`src/rtl/vx_mem_seq.sv`:
```
// Memory stage: serialises a warp's per-thread loads/stores onto a single-port
// data cache, freezing the pipeline until every active thread has completed.
//   state | meaning
//   IDLE  | pass-through; capture the warp instruction on a memory op
//   REQ   | issue request for the lowest remaining thread
//   WAIT  | waiting for load data of that thread
//   DONE  | present captured results to M/W for one cycle
module vx_mem_seq #(
    parameter int NT = 4,
    parameter int NW = 8
) (
    input  logic                    clk,
    input  logic                    reset,
    input  logic [NT*32-1:0]        in_alu_result,
    input  logic [NT*32-1:0]        in_rd2,
    input  logic [2:0]              in_mem_read,
    input  logic [2:0]              in_mem_write,
    input  logic [4:0]              in_rd,
    input  logic [4:0]              in_rs1,
    input  logic [4:0]              in_rs2,
    input  logic [1:0]              in_wb,
    input  logic [31:0]             in_PC_next,
    input  logic [NT-1:0]           in_valid,
    input  logic [$clog2(NW)-1:0]   in_warp_num,
    output logic                    dcache_req_valid,
    input  logic                    dcache_req_ready,
    output logic [31:0]             dcache_req_addr,
    output logic                    dcache_req_we,
    output logic [3:0]              dcache_req_be,
    output logic [31:0]             dcache_req_wdata,
    input  logic                    dcache_rsp_valid,
    input  logic [31:0]             dcache_rsp_data,
    output logic [NT*32-1:0]        out_alu_result,
    output logic [NT*32-1:0]        out_mem_result,
    output logic [4:0]              out_rd,
    output logic [4:0]              out_rs1,
    output logic [4:0]              out_rs2,
    output logic [1:0]              out_wb,
    output logic [31:0]             out_PC_next,
    output logic [NT-1:0]           out_valid,
    output logic [$clog2(NW)-1:0]   out_warp_num,
    output logic                    out_freeze
);

    localparam int TW = (NT > 1) ? $clog2(NT) : 1;
    localparam int WW = $clog2(NW);

    typedef enum logic [1:0] {
        S_IDLE = 2'd0,
        S_REQ  = 2'd1,
        S_WAIT = 2'd2,
        S_DONE = 2'd3
    } state_t;

    state_t              r_state;
    state_t              w_state_nx;

    logic [NT*32-1:0]    r_alu;
    logic [NT*32-1:0]    r_rd2;
    logic [2:0]          r_mem_read;
    logic [2:0]          r_mem_write;
    logic [4:0]          r_rd;
    logic [4:0]          r_rs1;
    logic [4:0]          r_rs2;
    logic [1:0]          r_wb;
    logic [31:0]         r_pc;
    logic [NT-1:0]       r_valid;
    logic [WW-1:0]       r_warp;
    logic [NT-1:0]       r_rem;
    logic [NT*32-1:0]    r_mem_result;

    logic                w_is_mem;
    logic                w_is_store;
    logic [NT-1:0]       w_rem_clr;
    logic [TW-1:0]       w_thr;
    logic [31:0]         w_addr;
    logic [31:0]         w_wd;
    logic [7:0]          w_rsp_b;
    logic [15:0]         w_rsp_h;
    logic [31:0]         w_ld_data;
    logic [NT*32-1:0]    w_mem_out;

    assign w_is_mem   = ((in_mem_read != 3'd7) || (in_mem_write != 3'd7)) && (in_valid != '0);
    assign w_is_store = (r_mem_write != 3'd7);
    // Clearing the lowest set bit retires exactly the thread being served.
    assign w_rem_clr  = r_rem & (r_rem - 1'b1);

    always_comb begin
        w_thr = '0;
        for (int i = NT - 1; i >= 0; i--) begin
            if (r_rem[i]) w_thr = TW'(i);
        end
    end

    assign w_addr = r_alu[{w_thr, 5'b0} +: 32];
    assign w_wd   = r_rd2[{w_thr, 5'b0} +: 32];

    assign dcache_req_addr = {w_addr[31:2], 2'b00};
    assign dcache_req_we   = w_is_store;

    always_comb begin
        dcache_req_be    = 4'hF;
        dcache_req_wdata = '0;
        if (w_is_store) begin
            case (r_mem_write)
                3'd0: begin
                    dcache_req_be    = 4'b0001 << w_addr[1:0];
                    dcache_req_wdata = {4{w_wd[7:0]}};
                end
                3'd1: begin
                    dcache_req_be    = w_addr[1] ? 4'b1100 : 4'b0011;
                    dcache_req_wdata = {2{w_wd[15:0]}};
                end
                default: begin
                    dcache_req_be    = 4'hF;
                    dcache_req_wdata = w_wd;
                end
            endcase
        end
    end

    assign w_rsp_b = dcache_rsp_data[{w_addr[1:0], 3'b000} +: 8];
    assign w_rsp_h = w_addr[1] ? dcache_rsp_data[31:16] : dcache_rsp_data[15:0];

    always_comb begin
        case (r_mem_read)
            3'd0:    w_ld_data = {{24{w_rsp_b[7]}}, w_rsp_b};
            3'd1:    w_ld_data = {{16{w_rsp_h[15]}}, w_rsp_h};
            3'd4:    w_ld_data = {24'd0, w_rsp_b};
            3'd5:    w_ld_data = {16'd0, w_rsp_h};
            default: w_ld_data = dcache_rsp_data;
        endcase
    end

    always_comb begin
        w_mem_out = '0;
        for (int i = 0; i < NT; i++) begin
            if (r_valid[i] && !w_is_store) w_mem_out[i*32 +: 32] = r_mem_result[i*32 +: 32];
        end
    end

    always_ff @(posedge clk or negedge reset) begin
        if (!reset) r_state <= S_IDLE;
        else        r_state <= w_state_nx;
    end

    always_ff @(posedge clk or negedge reset) begin
        if (!reset) begin
            r_alu        <= '0;
            r_rd2        <= '0;
            r_mem_read   <= '0;
            r_mem_write  <= '0;
            r_rd         <= '0;
            r_rs1        <= '0;
            r_rs2        <= '0;
            r_wb         <= '0;
            r_pc         <= '0;
            r_valid      <= '0;
            r_warp       <= '0;
            r_rem        <= '0;
            r_mem_result <= '0;
        end else begin
            case (r_state)
                S_IDLE: begin
                    if (w_is_mem) begin
                        r_alu        <= in_alu_result;
                        r_rd2        <= in_rd2;
                        r_mem_read   <= in_mem_read;
                        r_mem_write  <= in_mem_write;
                        r_rd         <= in_rd;
                        r_rs1        <= in_rs1;
                        r_rs2        <= in_rs2;
                        r_wb         <= in_wb;
                        r_pc         <= in_PC_next;
                        r_valid      <= in_valid;
                        r_warp       <= in_warp_num;
                        r_rem        <= in_valid;
                        r_mem_result <= '0;
                    end
                end
                S_REQ: begin
                    if (dcache_req_ready && w_is_store) r_rem <= w_rem_clr;
                end
                S_WAIT: begin
                    if (dcache_rsp_valid) begin
                        r_mem_result[{w_thr, 5'b0} +: 32] <= w_ld_data;
                        r_rem                             <= w_rem_clr;
                    end
                end
                default: ;
            endcase
        end
    end

    always_comb begin
        w_state_nx       = r_state;
        out_freeze       = 1'b0;
        dcache_req_valid = 1'b0;
        out_alu_result   = r_alu;
        out_mem_result   = w_mem_out;
        out_rd           = r_rd;
        out_rs1          = r_rs1;
        out_rs2          = r_rs2;
        out_wb           = r_wb;
        out_PC_next      = r_pc;
        out_valid        = r_valid;
        out_warp_num     = r_warp;
        case (r_state)
            S_IDLE: begin
                out_alu_result = in_alu_result;
                out_mem_result = '0;
                out_rd         = in_rd;
                out_rs1        = in_rs1;
                out_rs2        = in_rs2;
                out_wb         = in_wb;
                out_PC_next    = in_PC_next;
                out_valid      = in_valid;
                out_warp_num   = in_warp_num;
                if (w_is_mem) begin
                    out_freeze = 1'b1;
                    w_state_nx = S_REQ;
                end
            end
            S_REQ: begin
                out_freeze       = 1'b1;
                dcache_req_valid = 1'b1;
                if (dcache_req_ready) begin
                    if (w_is_store) w_state_nx = (w_rem_clr == '0) ? S_DONE : S_REQ;
                    else            w_state_nx = S_WAIT;
                end
            end
            S_WAIT: begin
                out_freeze = 1'b1;
                if (dcache_rsp_valid) w_state_nx = (w_rem_clr == '0) ? S_DONE : S_REQ;
            end
            S_DONE:  w_state_nx = S_IDLE;
            default: w_state_nx = S_IDLE;
        endcase
    end

endmodule

```
`config.mk`:
```
export PLATFORM = sky130hd
export DESIGN_NAME = vx_mem_seq
export DESIGN_NICKNAME = d
export VERILOG_FILES = /design/src/rtl/vx_mem_seq.sv
export SDC_FILE = /design/constraint.sdc
export NUM_CORES = 1
export LEC_CHECK = 0
export CORE_AREA = 2 2 284 286
export CTS_BUF_LIST = sky130_fd_sc_hd__clkbuf_8
export DETAILED_ROUTE_END_ITERATION = 8
export DIE_AREA = 0 0 286 288
export HOLD_SLACK_MARGIN = 0.08
export PLACE_DENSITY = 0.58
export SLEW_MARGIN = 20
export SYNTH_ARGS = -nofsm -noshare
export SYNTH_HDL_FRONTEND = slang
export SYNTH_SLANG_ARGS = --single-unit
```
`constraint.sdc`:
```
create_clock -name clk -period 3.4 [get_ports clk]
set_input_delay 0.68 -clock clk [delete_from_list [all_inputs] [get_ports clk]]
set_output_delay 0.68 -clock clk [all_outputs]
set_load 0.05 [all_outputs]
```
==> load_flow_metrics.sql <==
INSERT INTO impl_metrics (metric_group, metric, value, unit) VALUES
('timing', 'setup_total_negative_slack', '-0.933', 'ns'),
('clock_tree', 'tritoncts', 'built', ''),
('yosys', 'synth_seq_area_share', '49.5', '%'),
('clock_tree', 'insertion_delay', '0.67', 'ns'),
('pwr', 'total_power', '0.0440', 'W'),
('pwr', 'power.density', '1220', 'mW/mm2'),
('yosys', 'synth.yosys.warnings', '0', ''),
('min_path', 'hold_path.class', 'flop to flop', ''),
('route', 'vias', '18500', ''),
('cells_and_area', 'layout.cells.most_common', 'sky130_fd_sc_hd__mux2_2', ''),
('global_route', 'grt_first_pass_wirelength', '133', 'mm'),
('global_route', 'via_count_of_the_first_global_routing_pass', '19700', ''),
('timing', 'final-hold-violation-count', '0', ''),
('worst_setup_path', 'crit_path_cell_trace', 'nor2b_4, o21ba_4, buf_12, mux4_2, mux2i_2, a221oi_2, buf_12', ''),
('placed_design', 'placed_cell_area', '0.0330', 'mm2'),
('global_route', 'global_route_total_usage_across_every_layer', '21.5', '%'),
('pwr', 'leakage', '15.4', 'nW'),
('cells_and_area', 'finalInstanceArea', '0.0360', 'mm2'),
('timing', 'whs', '0.493', 'ns'),
('run', 'maxCapViolations', '0', ''),
('worst_setup_path', 'cp-start-kind', 'flop', ''),
('outcome', 'outcome', 'finished with violations', ''),
('worst_setup_path', 'crit_path_top_delay_cell', 'sky130_fd_sc_hd__mux4_2', ''),
('placed_design', 'portBuffers', '734', ''),
('yosys', 'synth.ff_latch_count', '452', ''),
('floorplanning', 'initial_utilization', '28.7', '%'),
('timing', 'unrepaired_setup_endpoints_after_global_routing', 'yes', ''),
('floorplanning', 'fp.dieW', '286', 'um'),
('route', 'drc', '0', ''),
('timing', 'tightestPinTransition', '0.924', 'ns'),
('worst_setup_path', 'critPathMaxFanout', '7', ''),
('timing', 'max_freq', '283', 'MHz'),
('cells_and_area', 'commonest_cells_after_routing_fill_and_taps_aside', 'sky130_fd_sc_hd__mux2_2, sky130_fd_sc_hd__dfrtp_1, sky130_fd_sc_hd__clkdlybuf4s50_1', ''),
('floorplanning', 'core.rowCount', '104', ''),
('worst_setup_path', 'rrSetupSlack', '0.26', 'ns'),
('timing', 'period_share', '104', '%'),
('timing', 'finalSetupViolCount', '16', ''),
('placed_design', 'detailedPlace.worstSlack', '0.00563', 'ns'),
('worst_setup_path', 'crit_path_max_incr_delay', '0.65', 'ns'),
('worst_setup_path', 'timing.critical_path.required', '2.72', 'ns'),
('global_route', 'largest_net_degree_at_the_start_of_global_routing', '80', ''),
('global_route', 'grt-ovfl-total', '0', ''),
('floorplanning', 'top_level_ports', '737', ''),
('clock_tree', 'clockBufferDepth', '3', ''),
('route', 'wirelength', '91.6', 'mm'),
('yosys', 'async_flop_share', '100', '%'),
('clock_tree', 'ctsHtreeMaxLevel', '3', ''),
('timing', 'setup_slack_of_the_critical_path_after_layout', '-0.131', 'ns'),
('yosys', 'yosys.area.top_type_share', '49.5', '%'),
('floorplanning', 'design.core.area', '0.0796', 'mm2'),
('worst_setup_path', 'cpMostUsedCell', 'sky130_fd_sc_hd__buf_12', ''),
('yosys', 'postSynthAreaPerCell', '13.1', 'um2'),
('cells_and_area', 'num-nets-final', '2928', ''),
('yosys', 'synth_edf_count', '0', ''),
('clock_tree', 'cts_inserted_buffers', '85', ''),
('timing', 'worst_clock_skew', '0.0430', 'ns'),
('outcome', 'failed_checks', 'negative setup slack', ''),
('yosys', 'syn-instance-count', '1747', ''),
('route', 'wire_per_inst', '24.8', 'um'),
('clock_tree', 'clk_pin_slew_worst_paths', '0.06', 'ns'),
('floorplanning', 'fp.dieH', '288', 'um'),
('global_route', 'antenna_found_initial', '13', ''),
('route', 'drt.antenna.violating_nets', '0', ''),
('worst_setup_path', 'worst-endpoint-arrival', '2.85', 'ns'),
('worst_setup_path', 'path_class', 'flop to output pin', ''),
('timing', 'finalMaxSlewViolations', '0', ''),
('yosys', 'post_synth_main_area_contributors', 'sky130_fd_sc_hd__dfrtp_1, sky130_fd_sc_hd__mux2_2, sky130_fd_sc_hd__mux4_2', ''),
('timing', 'worst_slew_margin_rel', '38.3', '%'),
('yosys', 'synth_top_area_cell', 'sky130_fd_sc_hd__dfrtp_1', ''),
('timing', 'post-route-min-period', '3.53', 'ns'),
('route', 'drt_iter0_markers', '961', '');
==> worst max-delay path: cells and delay by family, from the launching register on <==
family | cells | cell delay, ns
muxes | 2 | 0.88
DFF | 1 | 0.42
AOI/OAI and AO/OA | 2 | 0.38
buffers and inverters | 2 | 0.36
and+or+nand+nor | 1 | 0.13
==> path summary, 6_finish.rpt <==
kind,endpoint,startpoint,cells after the start
min in group asynchronous,r_rd2[22]$_DFFE_PN0P_,reset,2
setup reg to reg,r_mem_result[83]$_DFFE_PN0P_,r_rem[0]$_DFFE_PN0P_,12
hold reg to reg,r_mem_result[75]$_DFFE_PN0P_,r_mem_result[75]$_DFFE_PN0P_,2
setup / recovery,dcache_req_wdata[26],r_rem[2]$_DFFE_PN0P_,7
max in group asynchronous,r_pc[13]$_DFFE_PN0P_,reset,3
hold / removal,r_mem_result[75]$_DFFE_PN0P_,r_mem_result[75]$_DFFE_PN0P_,2
==> registers in the layout, indices dropped and copies added (netlist names), 3 cells and up <==
register / cells
r_alu: 128
r_mem_read: 3
r_mem_result: 128
r_mem_write: 3
r_pc: 32
r_rd: 5
r_rd2: 128
r_rem: 4
r_rs1: 5
r_rs2: 5
r_valid: 4
r_warp: 3
==> where the power goes <==
group	internal [W]	switching, W	total (W)	leakage, nW
Sequential	0.00746	0.00141	0.00887	5.57
Clock	0.00306	0.00248	0.00553	1.01
Combinational	0.0122	0.0174	0.0296	8.79
==> kinds of logic (layout without fill, tap and decap cells) <==
family	count (synthesis)	count (layout)	share of synthesized area [%]
multiplexers	579	579	31.5
flip-flops	452	452	49.5
AND/OR/NAND/NOR	329	329	7.95
AO/OA/AOI/OAI	220	220	7.71
buffers and inverters	158	1040	2.90
adder cells (fa/ha/maj)	8	8	0.438
other	1	14	0.0164
==> metal layers <==
layer  up-vias  global-route usage [%]  routed length (um)
li1       8127                       -                   -
met1      9425                    26.0               36600
met2       775                    36.7               45400
met3       166                    5.69                6810
met4         2                    7.63                2820
met5         -                       0                  13
==> metrics by stage <==
| step | util [%] | std cells |
|---|---|---|
| after CTS | 44.9 | 3681 |
| after global placement | 41.4 | 3487 |
| after detailed placement | 41.4 | 3487 |
| after floorplan | - | 1748 |
| after global routing | 45.2 | 3699 |
| final | 45.2 | 3702 |
==> cells in the mapped netlist (4+ instances only) <==
| cell | instances |
|---|---|
| sky130_fd_sc_hd__mux4_2 | 63 |
| sky130_fd_sc_hd__clkbuf_1 | 101 |
| sky130_fd_sc_hd__inv_1 | 25 |
| sky130_fd_sc_hd__a2bb2oi_1 | 7 |
| sky130_fd_sc_hd__a21oi_1 | 18 |
| sky130_fd_sc_hd__a22oi_1 | 33 |
| sky130_fd_sc_hd__a221o_1 | 32 |
| sky130_fd_sc_hd__a21o_1 | 5 |
| sky130_fd_sc_hd__nand2_1 | 101 |
| sky130_fd_sc_hd__and2_1 | 155 |
| sky130_fd_sc_hd__mux2i_1 | 15 |
| sky130_fd_sc_hd__nor3_1 | 5 |
| sky130_fd_sc_hd__a221oi_1 | 10 |
| sky130_fd_sc_hd__nand3_1 | 9 |
| sky130_fd_sc_hd__nor3b_1 | 4 |
| sky130_fd_sc_hd__buf_1 | 9 |
| sky130_fd_sc_hd__o21ai_0 | 18 |
| sky130_fd_sc_hd__o211ai_1 | 33 |
| sky130_fd_sc_hd__o31ai_1 | 4 |
| sky130_fd_sc_hd__mux2_2 | 501 |
| sky130_fd_sc_hd__a222oi_1 | 7 |
| sky130_fd_sc_hd__nor2_1 | 13 |
| sky130_fd_sc_hd__buf_4 | 4 |
| sky130_fd_sc_hd__buf_2 | 14 |
| sky130_fd_sc_hd__a32oi_1 | 4 |
| sky130_fd_sc_hd__nor2b_1 | 10 |
| sky130_fd_sc_hd__dfrtp_1 | 452 |
| sky130_fd_sc_hd__ha_1 | 8 |
| sky130_fd_sc_hd__a22o_1 | 39 |
| sky130_fd_sc_hd__and3_1 | 10 |
==> area by class of cell <==
| type | count | area (um2) | share of cell area (%) |
|---|---|---|---|
| tap | 1060 | 1330 | 3.69 |
| sequential | 452 | 11300 | 31.5 |
| multi-input combinational | 1138 | 11200 | 31.1 |
| antenna | 12 | 30.0 | 0.0835 |
| clock inverter | 41 | 253 | 0.703 |
| clock buffer | 110 | 1510 | 4.21 |
| timing repair buffer | 863 | 10200 | 28.4 |
| inverter | 26 | 110 | 0.306 |
==> repair_timing <==
| action | CTS | global route |
|---|---|---|
| pin swaps | 25 | 13 |
| gates cloned | 9 | 3 |
| endpoints found under the hold margin | 59 | 0 |
| hold buffers | 1 | 0 |
| resized for setup | 426 | 35 |
| buffers inserted | 33 | 9 |
| setup endpoints to repair | 358 | 60 |
No activity file was read; power rests on OpenSTA's default activity.
